## src/rtl/explosion_anim_ctrl_pkg.sv

```systemverilog
// Shared types and helpers for the spaceship explosion sprite sequencer.
package explosion_pkg;

  typedef enum logic [1:0] {
    IDLE   = 2'd0,
    PLAY   = 2'd1,
    FINISH = 2'd2
  } expl_state_t;

  localparam logic [3:0] TRANSPARENT_IDX = 4'h0;

  // Counter width that stays >= 1 bit even when the count range is a single value.
  function automatic int cnt_w(input int n);
    return (n > 1) ? $clog2(n) : 1;
  endfunction

endpackage

```

## src/rtl/explosion_anim_ctrl_if.sv

```systemverilog
// Control, pixel and ROM bus between the video pipeline and the explosion sequencer.
interface explosion_anim_ctrl_if #(
  parameter int COORD_W = 10,
  parameter int ADDR_W  = 12
);
  logic               frame_tick;
  logic               trigger;
  logic [COORD_W-1:0] pos_x;
  logic [COORD_W-1:0] pos_y;
  logic [COORD_W-1:0] DrawX;
  logic [COORD_W-1:0] DrawY;
  logic [ADDR_W-1:0]  rom_addr;
  logic [3:0]         rom_data;
  logic [3:0]         pal_index;
  logic               explosion_on;
  logic               busy;
  logic               done;

  modport master (
    output frame_tick, trigger, pos_x, pos_y, DrawX, DrawY, rom_data,
    input  rom_addr, pal_index, explosion_on, busy, done
  );

  modport slave (
    input  frame_tick, trigger, pos_x, pos_y, DrawX, DrawY, rom_data,
    output rom_addr, pal_index, explosion_on, busy, done
  );
endinterface

```

## src/rtl/explosion_anim_ctrl_pixel_pipe.sv

```systemverilog
// Per-pixel hit test and three-stage ROM address / palette index pipeline.
module explosion_pixel_pipe
  import explosion_pkg::*;
#(
  parameter int SPRITE_W = 32,
  parameter int SPRITE_H = 32,
  parameter int COORD_W  = 10,
  parameter int ADDR_W   = 12,
  parameter int FRAME_W  = 2
) (
  input  logic               Clk,
  input  logic               Reset,
  input  logic               busy,
  input  logic [FRAME_W-1:0] frame,
  input  logic [COORD_W-1:0] px,
  input  logic [COORD_W-1:0] py,
  input  logic [COORD_W-1:0] draw_x,
  input  logic [COORD_W-1:0] draw_y,
  input  logic [3:0]         rom_data,
  output logic [ADDR_W-1:0]  rom_addr,
  output logic [3:0]         pal_index,
  output logic               explosion_on
);

  localparam logic [COORD_W:0]  SW_EXT     = (COORD_W+1)'(SPRITE_W);
  localparam logic [COORD_W:0]  SH_EXT     = (COORD_W+1)'(SPRITE_H);
  localparam logic [ADDR_W-1:0] FRAME_SIZE = ADDR_W'(SPRITE_W * SPRITE_H);
  localparam logic [ADDR_W-1:0] ROW_SIZE   = ADDR_W'(SPRITE_W);

  logic [COORD_W:0]   x_end, y_end;
  logic [COORD_W-1:0] dx, dy;
  logic [ADDR_W-1:0]  addr_nxt;
  logic               hit, hit_d1, hit_d2;

  // Right/bottom edges carry an extra bit so a sprite near 2**COORD_W cannot wrap to 0.
  assign x_end = {1'b0, px} + SW_EXT;
  assign y_end = {1'b0, py} + SH_EXT;

  assign hit = busy
            && (draw_x >= px) && ({1'b0, draw_x} < x_end)
            && (draw_y >= py) && ({1'b0, draw_y} < y_end);

  assign dx       = draw_x - px;
  assign dy       = draw_y - py;
  assign addr_nxt = ADDR_W'(frame) * FRAME_SIZE + ADDR_W'(dy) * ROW_SIZE + ADDR_W'(dx);

  // NOTE: valid bits and data registers are all reset so no stale pixel leaves the pipe.
  always_ff @(posedge Clk) begin
    if (Reset) begin
      rom_addr     <= '0;
      hit_d1       <= 1'b0;
      hit_d2       <= 1'b0;
      pal_index    <= '0;
      explosion_on <= 1'b0;
    end else begin
      rom_addr     <= hit ? addr_nxt : '0;
      hit_d1       <= hit;
      hit_d2       <= hit_d1;
      pal_index    <= hit_d2 ? rom_data : '0;
      explosion_on <= hit_d2 && (rom_data != TRANSPARENT_IDX);
    end
  end

endmodule

```

## src/rtl/explosion_anim_ctrl.sv

```systemverilog
// Explosion animation sequencer: trigger latches position, then plays NUM_FRAMES
// frames of TICKS_PER_FRAME vsync ticks each while the pixel pipe addresses the ROM.
module explosion_anim_ctrl
  import explosion_pkg::*;
#(
  parameter int SPRITE_W        = 32,
  parameter int SPRITE_H        = 32,
  parameter int NUM_FRAMES      = 4,
  parameter int TICKS_PER_FRAME = 6,
  parameter int COORD_W         = 10,
  parameter int ADDR_W          = 12
) (
  input logic                  Clk,
  input logic                  Reset,
  explosion_anim_ctrl_if.slave bus
);

  localparam int FRAME_W = cnt_w(NUM_FRAMES);
  localparam int TICK_W  = cnt_w(TICKS_PER_FRAME);
  localparam logic [FRAME_W-1:0] FRAME_LAST = FRAME_W'(NUM_FRAMES - 1);
  localparam logic [TICK_W-1:0]  TICK_LAST  = TICK_W'(TICKS_PER_FRAME - 1);

  expl_state_t        state, state_nxt;
  logic [FRAME_W-1:0] frame;
  logic [TICK_W-1:0]  tick_cnt;
  logic [COORD_W-1:0] px, py;
  logic               busy, done;
  logic               tick_last, frame_last;

  assign tick_last  = (tick_cnt == TICK_LAST);
  assign frame_last = (frame == FRAME_LAST);

  // NOTE: sequential state is only ever written with non-blocking assignments.
  always_ff @(posedge Clk) begin
    if (Reset) state <= IDLE;
    else       state <= state_nxt;
  end

  // NOTE: state_nxt gets a default before the case so no latch is inferred.
  always_comb begin
    state_nxt = state;
    unique case (state)
      IDLE:    if (bus.trigger) state_nxt = PLAY;
      PLAY:    if (!bus.trigger && bus.frame_tick && tick_last && frame_last)
                 state_nxt = FINISH;
      FINISH:  state_nxt = bus.trigger ? PLAY : IDLE;
      default: state_nxt = IDLE;
    endcase
  end

  always_comb begin
    busy = (state == PLAY);
    done = (state == FINISH);
  end

  // A trigger in any state restarts from frame 0 and wins over a coincident tick.
  always_ff @(posedge Clk) begin
    if (Reset) begin
      frame    <= '0;
      tick_cnt <= '0;
      px       <= '0;
      py       <= '0;
    end else if (bus.trigger) begin
      frame    <= '0;
      tick_cnt <= '0;
      px       <= bus.pos_x;
      py       <= bus.pos_y;
    end else if (state == PLAY && bus.frame_tick) begin
      if (tick_last) begin
        tick_cnt <= '0;
        if (!frame_last) frame <= frame + 1'b1;
      end else begin
        tick_cnt <= tick_cnt + 1'b1;
      end
    end
  end

  explosion_pixel_pipe #(
    .SPRITE_W (SPRITE_W),
    .SPRITE_H (SPRITE_H),
    .COORD_W  (COORD_W),
    .ADDR_W   (ADDR_W),
    .FRAME_W  (FRAME_W)
  ) u_pixel_pipe (
    .Clk          (Clk),
    .Reset        (Reset),
    .busy         (busy),
    .frame        (frame),
    .px           (px),
    .py           (py),
    .draw_x       (bus.DrawX),
    .draw_y       (bus.DrawY),
    .rom_data     (bus.rom_data),
    .rom_addr     (bus.rom_addr),
    .pal_index    (bus.pal_index),
    .explosion_on (bus.explosion_on)
  );

  assign bus.busy = busy;
  assign bus.done = done;

endmodule

```

## src/flat_wrapper.sv

```systemverilog
// flat-port wrapper written by rule: the top's interface ports become plain ports
module explosion_anim_ctrl_flat import explosion_pkg::*;
#(
  parameter int SPRITE_W        = 32,
  parameter int SPRITE_H        = 32,
  parameter int NUM_FRAMES      = 4,
  parameter int TICKS_PER_FRAME = 6,
  parameter int COORD_W         = 10,
  parameter int ADDR_W          = 12
)
  (Clk, Reset, bus_frame_tick, bus_trigger, bus_pos_x, bus_pos_y, bus_DrawX, bus_DrawY, bus_rom_data, bus_rom_addr, bus_pal_index, bus_explosion_on, bus_busy, bus_done);
  explosion_anim_ctrl_if #(.COORD_W(COORD_W), .ADDR_W(ADDR_W)) bus_i ();
  input logic Clk;
  input logic Reset;
  input wire logic [$bits(bus_i.frame_tick)-1:0] bus_frame_tick;
  input wire logic [$bits(bus_i.trigger)-1:0] bus_trigger;
  input wire logic [$bits(bus_i.pos_x)-1:0] bus_pos_x;
  input wire logic [$bits(bus_i.pos_y)-1:0] bus_pos_y;
  input wire logic [$bits(bus_i.DrawX)-1:0] bus_DrawX;
  input wire logic [$bits(bus_i.DrawY)-1:0] bus_DrawY;
  input wire logic [$bits(bus_i.rom_data)-1:0] bus_rom_data;
  output wire logic [$bits(bus_i.rom_addr)-1:0] bus_rom_addr;
  output wire logic [$bits(bus_i.pal_index)-1:0] bus_pal_index;
  output wire logic [$bits(bus_i.explosion_on)-1:0] bus_explosion_on;
  output wire logic [$bits(bus_i.busy)-1:0] bus_busy;
  output wire logic [$bits(bus_i.done)-1:0] bus_done;
  assign bus_i.frame_tick = bus_frame_tick;
  assign bus_i.trigger = bus_trigger;
  assign bus_i.pos_x = bus_pos_x;
  assign bus_i.pos_y = bus_pos_y;
  assign bus_i.DrawX = bus_DrawX;
  assign bus_i.DrawY = bus_DrawY;
  assign bus_i.rom_data = bus_rom_data;
  assign bus_rom_addr = bus_i.rom_addr;
  assign bus_pal_index = bus_i.pal_index;
  assign bus_explosion_on = bus_i.explosion_on;
  assign bus_busy = bus_i.busy;
  assign bus_done = bus_i.done;
  explosion_anim_ctrl #(.SPRITE_W(SPRITE_W), .SPRITE_H(SPRITE_H), .NUM_FRAMES(NUM_FRAMES), .TICKS_PER_FRAME(TICKS_PER_FRAME), .COORD_W(COORD_W), .ADDR_W(ADDR_W)) u_core (.Clk(Clk), .Reset(Reset), .bus(bus_i));
endmodule
```

## config.mk

```make
export PLATFORM = sky130hd
export DESIGN_NAME = explosion_anim_ctrl_flat
export DESIGN_NICKNAME = d
export VERILOG_FILES = /design/src/rtl/explosion_anim_ctrl_pkg.sv /design/src/rtl/explosion_anim_ctrl_if.sv /design/src/rtl/explosion_anim_ctrl_pixel_pipe.sv /design/src/rtl/explosion_anim_ctrl.sv /design/src/flat_wrapper.sv
export SDC_FILE = /design/constraint.sdc
export NUM_CORES = 1
export LEC_CHECK = 0
export CORE_AREA = 4 4 75 105
export CTS_CLUSTER_SIZE = 14
export DETAILED_ROUTE_END_ITERATION = 16
export DIE_AREA = 0 0 79 109
export PLACE_DENSITY = 0.69
export SLEW_MARGIN = 20
export SYNTH_ARGS = -nofsm -noshare
export SYNTH_HDL_FRONTEND = slang
export SYNTH_SLANG_ARGS = --single-unit
```

## constraint.sdc

```tcl
create_clock -name Clk -period 4.4 [get_ports Clk]
set_input_delay 0.88 -clock Clk [delete_from_list [all_inputs] [get_ports Clk]]
set_output_delay 0.88 -clock Clk [all_outputs]
set_load 0.02 [all_outputs]
```

Word level (Yosys, flattened, before mapping)
Index checks and enable logic that the tools add are counted.
{"block": "totals", "regBits": 46, "in_bits": 48, "elab_cells": 53}
{"block": "op_classes", "add_sub_neg": 8, "n_lt_le_gt_ge": 4, "n_eq_ne": 6, "mux": 5, "bitwise_logic": 3, "n_reduce_logical": 17}
{"op": "$add A10 B6 Y11 const B", "count": 2}
{"op": "$lt A10 B11 Y1", "count": 2}
{"op": "$ge A10 B10 Y1", "count": 2}
{"op": "$add A12 B10 Y12", "count": 1}
{"op": "$add A12 B12 Y12", "count": 1}
{"op": "$sub A10 B10 Y10", "count": 1}
{"op": "$logic_and A1 B1 Y1", "count": 9}
{"op": "$sub A7 B7 Y7", "count": 1}
{"op": "$pmux W2 S3", "count": 1}
{"op": "$reduce_or A2 Y1", "count": 3}
{"op": "$eq A2 B2 Y1 const B", "count": 2}
{"op": "$mux W2", "count": 2}
{"op": "$reduce_bool A4 Y1", "count": 1}
{"op": "$add A3 B1 Y3 const B", "count": 1}
{"op": "$eq A3 B3 Y1 const B", "count": 1}
{"op": "$mux W3", "count": 1}
{"op": "$not A1 Y1", "count": 3}
{"op": "$reduce_and A3 Y1", "count": 1}
{"op": "$add A2 B1 Y2 const B", "count": 1}
{"op": "$eq A2 B1 Y1 const B", "count": 1}
{"op": "$logic_not A2 Y1", "count": 1}
{"op": "$ne A2 B1 Y1 const B", "count": 1}
{"op": "$ne A2 B2 Y1 const B", "count": 1}
{"op": "$reduce_and A2 Y1", "count": 1}
{"op": "other kinds (2)", "count": 2}

Depth between registers and ports, before layout
Gate-level depths: netlist (run 1).
{"block": "logic_depth", "word_depth": 7, "ltp_mapped": 16}

Hierarchy
From an unflattened synthesis (run 1), not the netlist that was laid out.
{"block": "hier_totals", "cells_unflattened": 337, "area_unflattened_um2": 3014.1}
{"module": "explosion_pixel_pipe", "n_inst": 1, "cells_each": 235, "area_per_inst_um2": 1965.6, "seq_area_each_um2": 380.4}
{"module": "explosion_anim_ctrl", "n_inst": 1, "cells_each": 102, "area_per_inst_um2": 1048.5, "seq_area_each_um2": 540.5}

Worst setup path before layout (run 1)
Ideal clock, no wire load.
{"block": "synth_path", "path_type": "input to register", "from": "in bus_DrawX[0]", "to": "reg u_core.u_pixel_pipe.rom_addr[11]", "setup_time_ns": 0.064, "t_arrival_ns": 3.751, "t_required_ns": 4.336, "path_slack_ns": 0.584, "stages": 16, "path_cell_list": "inv_1 > ha_1 > fa_1 > nand2b_1 > a21oi_1 > a21oi_1 > o21bai_1 > xor2_1 > inv_1 > fa_1 > nor2b_1 > o21ai_0 > nor2b_1 > o21ai_0 > xnor3_1 > nor2_1"}
{"block": "synth_between", "elab_chain_len": 7, "word_cells_on_any_way": 10}
{"item": "from (decl)", "line": "flat_wrapper.sv:19", "text": "input wire logic [$bits(bus_i.DrawX)-1:0] bus_DrawX;"}
{"item": "parallel branches: the longest is 7 deep, another holds $add A12 B10 Y12"}
{"item": "to (signal assigned)", "line": "explosion_anim_ctrl_pixel_pipe.sv:56", "text": "rom_addr <= hit ? addr_nxt : '0;"}
{"item": "to (decl)", "line": "explosion_anim_ctrl_pixel_pipe.sv:20", "text": "output logic [ADDR_W-1:0] rom_addr,"}
Several ways; the timed one is not identified.
A chain may end at the register's enable or synchronous reset.

Worst setup path in the final report (run 1)
Same ends and word-level chain as after synthesis.

==> results by group, run 1 <==
Critical path
  • Reg-to-reg startpoint: u_core.px[1]
  • CP arrival: 4.33 ns
  • Crit path largest cell delay: 0.46 ns
  • Crit path cell chain: clkdlybuf4s50_1 -> inv_1 -> ha_1 -> fa_1 -> nand2b_1 -> a21oi_1 -> a21oi_1 -> o21bai_1 -> xor2_1 -> inv_1 -> fa_1 -> nor2b_1 -> o21ai_0 -> nor2b_1 -> o21ai_0 -> xnor3_1 -> nor2_1
  • Crit-path slowest cell: clkdlybuf4s50_1
  • Startpoint Class: input pin
  • Buf+Inv Stages, Crit Path: 3
  • Worst Setup End Kind: flop
  • RR Endpoint: u_core.u_pixel_pipe.rom_addr[11]
  • WP data required: 4.65 ns
  • CP top delay family: adder cells
  • Critical setup path kind: input pin to flop
  • Crit path max fanout: 2
  • Worst R2R Path Depth: 16
  • R2r setup slk: 0.91 ns

Placed design
  • Port-buffer cells: 66
  • Pre-CTS WS: 0.0205 ns
  • Dpl hpwl: 5100 um
  • RD Place Congestion: 0.852
  • Dpl cell area: 3710 um^2

Logic synthesis
  • Synth cell types: 46
  • EDFF count, synth: 0
  • Mapped Cells: 334
  • Asr flop ratio synth: 0%
  • Synthesized area: 2940 um^2
  • Register area share after synthesis: 31.3%
  • Yosys reg bits: 46
  • Yosys warnings: 0
  • Avg Cell Area, Syn: 8.81 um^2
  • Post-Syn Nets: 424
  • Predominant post-synthesis flop cell: dfxtp_1

CTS
  • Clock root buffer: clkbuf_8
  • Post-CTS Setup Inserts: 0
  • Clk_lat worst skew: 0.30 ns
  • Post_cts resized: 0
  • CTS buffer count: 5
  • Hold buffers post-CTS: 0
  • Worst-path clk slew: 0.09 ns
  • CTS tree: yes
  • H-Tree Level Count: 2
  • Clk sink count: 46
  • CTS Buffer Depth: 2

Pwr
  • Sw power: 0.321 mW
  • Peak supply drop: 0.166 mV
  • Comb power frac: 30.7%
  • Switching Fraction: 29.3%
  • Cell Pwr Density: 286 nW/um^2
  • LEAKAGE: 1.65 nW
  • Seq pwr share: 40.2%
  • Internal: 0.774 mW
  • Clock share of power: 29.1%

Timing
  • Crit share post-route: 92.9%
  • RSZ-0062 raised after global routing: false
  • Final hold slack: 0.461 ns
  • Worst slew margin: 66.1%
  • Worst Skew: 0.00672 ns
  • Tmin final: 4.09 ns
  • Setup_tns: 0 ns
  • Setup ws final: 0.314 ns
  • Fmax: 245 MHz
  • Final hold vios: 0
  • Setup violators final: 0
  • Pins over their slew limit: 0
  • Worst-Margin Slew: 0.506 ns

Layout
  • Final instance area: 3820 um^2
  • Most common cell after layout, fill and taps aside: clkdlybuf4s50_1
  • Diode count: 0
  • Share of post-route cells with drive strength above 1: 4.21%
  • Area Growth Syn to Fin: 29.8%
  • Final nets: 493
  • Most frequent cells in the layout: 66 x clkdlybuf4s50_1, 46 x dfxtp_1, 40 x nor2_1, 39 x ha_1, 36 x inv_1

Routing
  • DRC violations left: 0
  • Routed Antenna Nets: 0
  • Starting DRT DRC Count: 73
  • Detailed Route WL: 6290 um
  • Via/cell ratio: 5.01
  • Vias: 2,498
  • TritonRoute pass-1 iters: 4
  • DR WL/cell: 12.6 um

Floorplanning
  • Die Y: 109 um
  • Core area: 6940 um^2
  • Starting Density: 42.4%
  • I/O pins: 67
  • Die Wd: 79 um
  • Row count: 36
  • Die Area: 8610 um^2

Min path
  • Worst Hold Class: flop to flop
  • HP Start: u_core.u_pixel_pipe.hit_d1
  • Worst Hold Endpoint: u_core.u_pixel_pipe.hit_d2
  • Worst Hold Path Cells: 1

GRT
  • Antenna violations before repair: 0
  • Pin count of the biggest net entering global routing: 31
  • Total GRT Usage: 15.8%
  • Vias in the first global route: 2,503
  • Grt total ovfl: 0
  • First-pass GRT wire length: 10,900 um

Outcome
  • Status: finished, final reports clean

Job
  • Maxcap violations: 0
-- synthesized netlist by cell type (all sizes together), types with 4 or more instances --
cell type	number	area share, %
a21oi	23	3.9
and2	5	1.1
clkbuf	4	0.51
dfxtp	46	31
ha	39	17
inv	36	4.6
mux2i	22	7.5
nand2	10	1.3
nand3	9	1.5
nor2	40	5.1
nor2b	11	2.3
nor3	12	2.0
o21ai	11	2.0
xnor2	15	4.5
xor2	5	1.5
-- final cells by class --
type	count	area, um^2
multi-input cells	245	1850
clock buffers	6	72.6
clock inverters	2	37.5
well taps	95	119
inverters	36	135
flip-flops and latches	46	921
fillers	673	3110
repair buffers	69	683
-- how the worst max path moves through the flow --
| stage | from | to | slack, ns | depth (start not counted) |
|---|---|---|---|---|
| after floorplan | bus_DrawX[0] | u_core.u_pixel_pipe.rom_addr[11] | 0.58 | 16 |
| after global placement | bus_DrawX[0] | u_core.u_pixel_pipe.rom_addr[11] | 0.09 | 17 |
| after detailed placement | bus_DrawX[0] | u_core.u_pixel_pipe.rom_addr[11] | 0.02 | 17 |
| after CTS | bus_DrawX[0] | u_core.u_pixel_pipe.rom_addr[11] | 0.31 | 17 |
| after global routing | bus_DrawX[0] | u_core.u_pixel_pipe.rom_addr[11] | 0.05 | 17 |
| final | bus_DrawX[0] | u_core.u_pixel_pipe.rom_addr[11] | 0.31 | 17 |
-- worst register-to-register path, delay by kind of cell, from the launching register on --
family	cells	cell delay, ns
compound gates	4	0.74
simple gates	5	0.73
flops	1	0.39
xor+xnor	2	0.53
fa+ha+maj	3	0.91
buf+inv	2	0.14
-- sequential cells by signal (all words and copies together), names as in the netlist --
register and flops:
u_core.frame 2, u_core.px 10, u_core.py 10, u_core.state 2, u_core.tick_cnt 3, u_core.u_pixel_pipe.explosion_on 1, u_core.u_pixel_pipe.hit_d1 1, u_core.u_pixel_pipe.hit_d2 1
u_core.u_pixel_pipe.pal_index 4, u_core.u_pixel_pipe.rom_addr 12
-- metal layers --
layer  part of all wire, %  global-route usage, %  vias up
met1                    41                   18.0     1158
met3                   3.5                   2.81        6
met5                     0                      0        -
met2                    54                   29.6       48
met4                   1.1                   4.42        0
li1                      -                      -     1286
-- through the flow --
stage | utilization, % | instances | power, mW
floorplan | - | 334 | 0.685
global placement | 53.5 | 491 | 0.778
detailed placement | 53.5 | 491 | 0.787
CTS | 55.1 | 499 | 1.11
global route | 55.1 | 499 | 1.17
finish | 55.1 | 499 | 1.09
-- cells by family after synthesis --
family / count (synthesis) / synth area share (%)
simple gates: 101 / 17.0
compound gates: 59 / 13.2
flops: 46 / 31.3
buf+inv: 43 / 5.74
fa+ha+maj: 42 / 18.6
mux: 22 / 7.48
xor+xnor: 21 / 6.71
-- power groups by stage --
| stage | clock network, mW | logic (mW) | registers [mW] |
|---|---|---|---|
| after global routing | 0.342 | 0.385 | 0.443 |
| after global placement | 0 | 0.328 | 0.450 |
| after CTS | 0.327 | 0.339 | 0.441 |
| final | 0.319 | 0.336 | 0.440 |
| after floorplan | 0 | 0.237 | 0.448 |
| after detailed placement | 0 | 0.337 | 0.450 |
No activity file was read; power rests on OpenSTA's default activity.
==> run 2: changes to the inputs <==
- CORE_AREA: 4 4 75 105 -> 2 2 73 103
- DIE_AREA: 0 0 79 109 -> 0 0 75 105
==> results by group, run 2 (synthesized netlist as in run 1, its figures left out) <==
Outcome
  • Status: finished, final reports clean

Critical path
  • Critical setup path kind: input pin to flop
  • Crit path largest cell delay: 0.45 ns
  • Startpoint Class: input pin
  • Crit path cell chain: clkdlybuf4s50_1 -> inv_1 -> ha_1 -> fa_1 -> nand2b_1 -> a21oi_1 -> a21oi_1 -> o21bai_1 -> xor2_1 -> inv_1 -> fa_1 -> nor2b_1 -> o21ai_0 -> nor2b_1 -> o21ai_1 -> xnor3_1 -> nor2_1
  • Crit-path slowest cell: clkdlybuf4s50_1
  • WP data required: 4.64 ns
  • Crit path max fanout: 2
  • Worst Setup End Kind: flop
  • CP arrival: 4.28 ns
  • Buf+Inv Stages, Crit Path: 3
  • Levels on crit path: 17
  • CP top delay family: adder cells
  • Worst R2R Path Depth: 16

GRT
  • Total GRT Usage: 16.4%
  • GR Util met1: 19.8%
  • Antenna violations before repair: 0
  • GRT met3 Usage: 2.31%
  • Grt total ovfl: 0
  • Pin count of the biggest net entering global routing: 31
  • Vias in the first global route: 2,357
  • First-pass GRT wire length: 10,300 um
  • Met2 Track Usage GR: 29.3%
  • Most utilized layer in the global route result: met2

Routing
  • Detailed Route WL: 6120 um
  • TritonRoute pass-1 iters: 4
  • Routed Antenna Nets: 0
  • Via/cell ratio: 4.97
  • DR WL/cell: 12.3 um
  • Starting DRT DRC Count: 110
  • Vias: 2,478
  • DRC violations left: 0

Pwr
  • Seq pwr share: 40.2%
  • Internal: 0.774 mW
  • Sw power: 0.319 mW
  • Clock share of power: 28.9%
  • Cell Pwr Density: 286 nW/um^2
  • LEAKAGE: 1.65 nW
  • Comb power frac: 30.9%
  • Peak supply drop: 0.127 mV
  • Switching Fraction: 29.2%

Timing
  • Pins over their slew limit: 0
  • Setup_tns: 0 ns
  • Setup violators final: 0
  • Worst-Margin Slew: 0.520 ns
  • Fmax: 247 MHz
  • Final hold vios: 0
  • Worst Skew: 0.00795 ns
  • Final hold slack: 0.457 ns
  • Worst slew margin: 65.2%
  • Tmin final: 4.04 ns
  • RSZ-0062 raised after global routing: false
  • Crit share post-route: 91.9%

Layout
  • Share of post-route cells with drive strength above 1: 4.21%
  • Final nets: 493
  • Top flop regs: u_core.u_pixel_pipe.rom_addr: 12 flops, u_core.px: 10 flops, u_core.py: 10 flops
  • Final instance area: 3820 um^2
  • Most flops, register: u_core.u_pixel_pipe.rom_addr
  • Core Util, Final: 55.5%
  • Diode count: 0
  • Final Non-Filler Cells: 499
  • Most frequent cells in the layout: 66 x clkdlybuf4s50_1, 46 x dfxtp_1, 40 x nor2_1, 39 x ha_1, 36 x inv_1
  • Most common cell after layout, fill and taps aside: clkdlybuf4s50_1
  • Max reg flops: 12
  • Area Growth Syn to Fin: 29.8%

Placed design
  • Dpl hpwl: 4910 um
  • Port-buffer cells: 66
  • Placed Cells incl. Taps: 491
  • Dpl cell area: 3710 um^2
  • RD Place Congestion: 0.831

CTS
  • CTS Buffer Depth: 2
  • H-Tree Level Count: 2
  • CTS buffer count: 5
  • Clk sink count: 46
  • Post-CTS Setup Inserts: 0
  • Clock root buffer: clkbuf_8
  • Worst-path clk slew: 0.09 ns
  • CTS tree: yes
  • Clk_lat worst skew: 0.30 ns

Min path
  • Worst Hold Path Cells: 1
  • Worst Hold Class: flop to flop

Floorplanning
  • Starting Density: 42.7%
  • Die Y: 105 um
  • Core area: 6890 um^2
  • I/O pins: 67
  • Die Wd: 75 um
  • Die Area: 7880 um^2
  • Row count: 36

Job
  • Maxcap violations: 0
-- run 2: changes by cell type in the layout (fill, tap and decap cells not counted) --
cell	delta
o21ai_1	+2
o21ai_0	-2
-- run 2: path summary, 6_finish.rpt --
check	startpoint	endpoint	slack, ns
worst min-delay path	u_core.u_pixel_pipe.hit_d1	u_core.u_pixel_pipe.hit_d2	0.46
worst min register to register	u_core.u_pixel_pipe.hit_d1	u_core.u_pixel_pipe.hit_d2	0.46
worst max register to register	u_core.px[1]	u_core.u_pixel_pipe.rom_addr[11]	1.02
worst max-delay path	bus_DrawX[0]	u_core.u_pixel_pipe.rom_addr[11]	0.36
-- run 2: power by group through the flow --
stage | Clock, mW | Sequential, mW | Combinational [mW]
global placement | 0 | 0.450 | 0.327
finish | 0.316 | 0.440 | 0.338
global route | 0.348 | 0.442 | 0.381
detailed placement | 0 | 0.450 | 0.336
CTS | 0.329 | 0.440 | 0.339
floorplan | 0 | 0.448 | 0.237
-- run 2: layout make-up --
| type | count | area, um^2 |
|---|---|---|
| Clock buffer | 6 | 72.6 |
| Clock inverter | 2 | 37.5 |
| Fill cell | 659 | 3070 |
| Inverter | 36 | 135 |
| Multi-Input combinational cell | 245 | 1850 |
| Sequential cell | 46 | 921 |
| Tap cell | 95 | 119 |
| Timing Repair Buffer | 69 | 683 |
-- run 2: per-layer routing --
metal / part of all wire (%) / wire (um) / vias to the layer above
li1: - / - / 1287
met1: 42 / 2600 / 1141
met2: 54 / 3280 / 43
met3: 2.8 / 174 / 7
met4: 1.1 / 67 / 0
met5: 0 / 0 / -
-- run 2: stage by stage --
step / power [mW] / setup slack, ns
5_1_grt: 1.17 / 0.0458
6_report: 1.09 / 0.358
3_3_place_gp: 0.777 / 0.0732
3_5_place_dp: 0.786 / -0.0203
2_1_floorplan: 0.685 / 0.584
4_1_cts: 1.11 / 0.277
-- run 2: repair_timing --
action | CTS | global route
hold buffers | 0 | 0
endpoints found under the setup margin | 0 | 1
endpoints found under the hold margin | 0 | 0
gates resized for setup | 0 | 2
==> run 3: changes to the inputs <==
- CTS_BUF_LIST: default -> sky130_fd_sc_hd__clkbuf_8
- clock period: 4.4 -> 4.75 ns (I/O delays scaled with it)
==> results by group, run 3 (synthesized netlist as in run 1, its figures left out) <==
Timing
  • Setup ws final: 0.540 ns
  • Pins over their slew limit: 0
  • Final hold vios: 0
  • Crit share post-route: 88.6%
  • Worst-Margin Slew: 0.532 ns
  • Worst slew margin: 63.6%
  • Fmax: 238 MHz
  • RSZ-0062 raised after global routing: false
  • Setup_tns: 0 ns
  • Setup violators final: 0
  • Worst Skew: 0.0106 ns
  • Tmin final: 4.21 ns

Layout
  • Most frequent cells in the layout: 66 x clkdlybuf4s50_1, 46 x dfxtp_1, 40 x nor2_1, 39 x ha_1, 37 x inv_1
  • Area occupied by multi-input gates: 1850 um^2
  • Most flops, register: u_core.u_pixel_pipe.rom_addr
  • Layout fillers: 657
  • Register Area: 921 um^2
  • Most common cell after layout, fill and taps aside: clkdlybuf4s50_1
  • Diode count: 0
  • Max reg flops: 12
  • Area Growth Syn to Fin: 29.8%
  • Top flop regs: u_core.u_pixel_pipe.rom_addr: 12 flops, u_core.px: 10 flops, u_core.py: 10 flops
  • Final nets: 493
  • Share of post-route cells with drive strength above 1: 4.21%

CTS
  • Post-CTS Setup Inserts: 0
  • H-Tree Level Count: 2
  • Clk_lat worst skew: 0.31 ns
  • Worst-path clk slew: 0.10 ns
  • Post_cts resized: 0
  • Clk sink count: 46
  • Clock root buffer: clkbuf_8
  • CTS tree: yes
  • CTS Buffer Depth: 2
  • Hold buffers post-CTS: 0
  • CTS buffer count: 5

Critical path
  • Crit path max fanout: 2
  • Worst R2R Path Depth: 16
  • Levels on crit path: 17
  • Startpoint Class: input pin
  • CP arrival: 4.46 ns
  • Critical setup path kind: input pin to flop
  • CP top delay family: adder cells
  • Crit path largest cell delay: 0.45 ns
  • Crit-path slowest cell: clkdlybuf4s50_1
  • Buf+Inv Stages, Crit Path: 3
  • Worst Setup End Kind: flop
  • Crit path cell chain: clkdlybuf4s50_1 -> inv_1 -> ha_1 -> fa_1 -> nand2b_1 -> a21oi_1 -> a21oi_1 -> o21bai_1 -> xor2_1 -> inv_1 -> fa_1 -> nor2b_1 -> o21ai_0 -> nor2b_1 -> o21ai_0 -> xnor3_1 -> nor2_1
  • WP data required: 5.00 ns

Routing
  • Via/cell ratio: 4.95
  • Detailed Route WL: 6230 um
  • DRC violations left: 0
  • DR WL/cell: 12.5 um
  • TritonRoute pass-1 iters: 4
  • Routed Antenna Nets: 0
  • Vias: 2,471
  • Starting DRT DRC Count: 53

Min path
  • Worst Hold Path Cells: 1
  • Worst Hold Class: flop to flop

GRT
  • Vias in the first global route: 2,344
  • Grt total ovfl: 0
  • First-pass GRT wire length: 10,300 um
  • Total GRT Usage: 16.6%
  • Antenna violations before repair: 0
  • Pin count of the biggest net entering global routing: 31

Floorplanning
  • Die Wd: 75 um
  • Die Area: 7880 um^2
  • Core area: 6890 um^2
  • Starting Density: 42.7%
  • Die Y: 105 um
  • I/O pins: 67
  • Row count: 36

Placed design
  • RD Place Congestion: 0.832
  • Dpl hpwl: 4920 um
  • Port-buffer cells: 66
  • Pre-CTS WS: 0.266 ns

Outcome
  • Status: finished, final reports clean

Pwr
  • Peak supply drop: 0.145 mV
  • Cell Pwr Density: 267 nW/um^2
  • LEAKAGE: 1.65 nW

Job
  • Maxcap violations: 0
## run 3: changes by cell type in the layout (fill, tap and decap cells not counted), sizes merged
cell / delta
inv: +1
clkbuf: -1
## run 3: worst register-to-register path: stages, from the launching register on
cell and delay (ns):
dfxtp_1 0.38, inv_1 0.06, ha_1 0.28, nor2b_1 0.14, o31a_1 0.27, o21ai_0 0.21
nor2b_1 0.19, xnor2_1 0.13, ha_1 0.20, inv_1 0.07, fa_1 0.42, nor2b_1 0.15
o21ai_0 0.09, nor2b_1 0.15, o21ai_0 0.17, xnor3_1 0.41, nor2_1 0.11
## run 3: through the flow
stage	std cells	power, mW	hold slack (ns)	instance area, um^2	util [%]
detailed placement	491	0.729	0.441	3710	53.9
global placement	491	0.720	0.427	3710	53.9
CTS	499	1.03	0.461	3820	55.5
finish	499	1.02	0.456	3820	55.5
global route	499	1.08	0.482	3820	55.5
floorplan	334	0.635	0.414	2940	-
## run 3: worst paths after layout
kind         slack (ns)                        from                                to
max                0.54                bus_DrawX[0]  u_core.u_pixel_pipe.rom_addr[11]
min                0.46  u_core.u_pixel_pipe.hit_d1        u_core.u_pixel_pipe.hit_d2
max reg2reg        1.28                u_core.px[1]  u_core.u_pixel_pipe.rom_addr[11]
min reg2reg        0.46  u_core.u_pixel_pipe.hit_d1        u_core.u_pixel_pipe.hit_d2
## run 3: per-layer routing
| layer | vias up | part of all wire [%] | global-route usage, % | wire (um) |
|---|---|---|---|---|
| met3 | 8 | 2.8 | 2.99 | 173 |
| met5 | - | 0 | 0 | 0 |
| met4 | 0 | 1.7 | 6.12 | 105 |
| met1 | 1133 | 43 | 19.3 | 2690 |
| met2 | 36 | 52 | 29.3 | 3270 |
| li1 | 1294 | - | - | - |
## run 3: cell type report
type | instances | area share (%)
Sequential cell | 46 | 24.1
Multi-Input combinational cell | 245 | 48.5
Clock buffer | 5 | 1.80
Inverter | 36 | 3.54
Timing Repair Buffer | 69 | 17.9
Clock inverter | 3 | 1.08
Tap cell | 95 | 3.11
## run 3: power by group
group	switching, mW	total (mW)	leakage (nW)	internal (mW)
sequential	0.0101	0.408	0.375	0.397
combinational	0.151	0.313	1.22	0.162
clock	0.143	0.298	0.0556	0.155
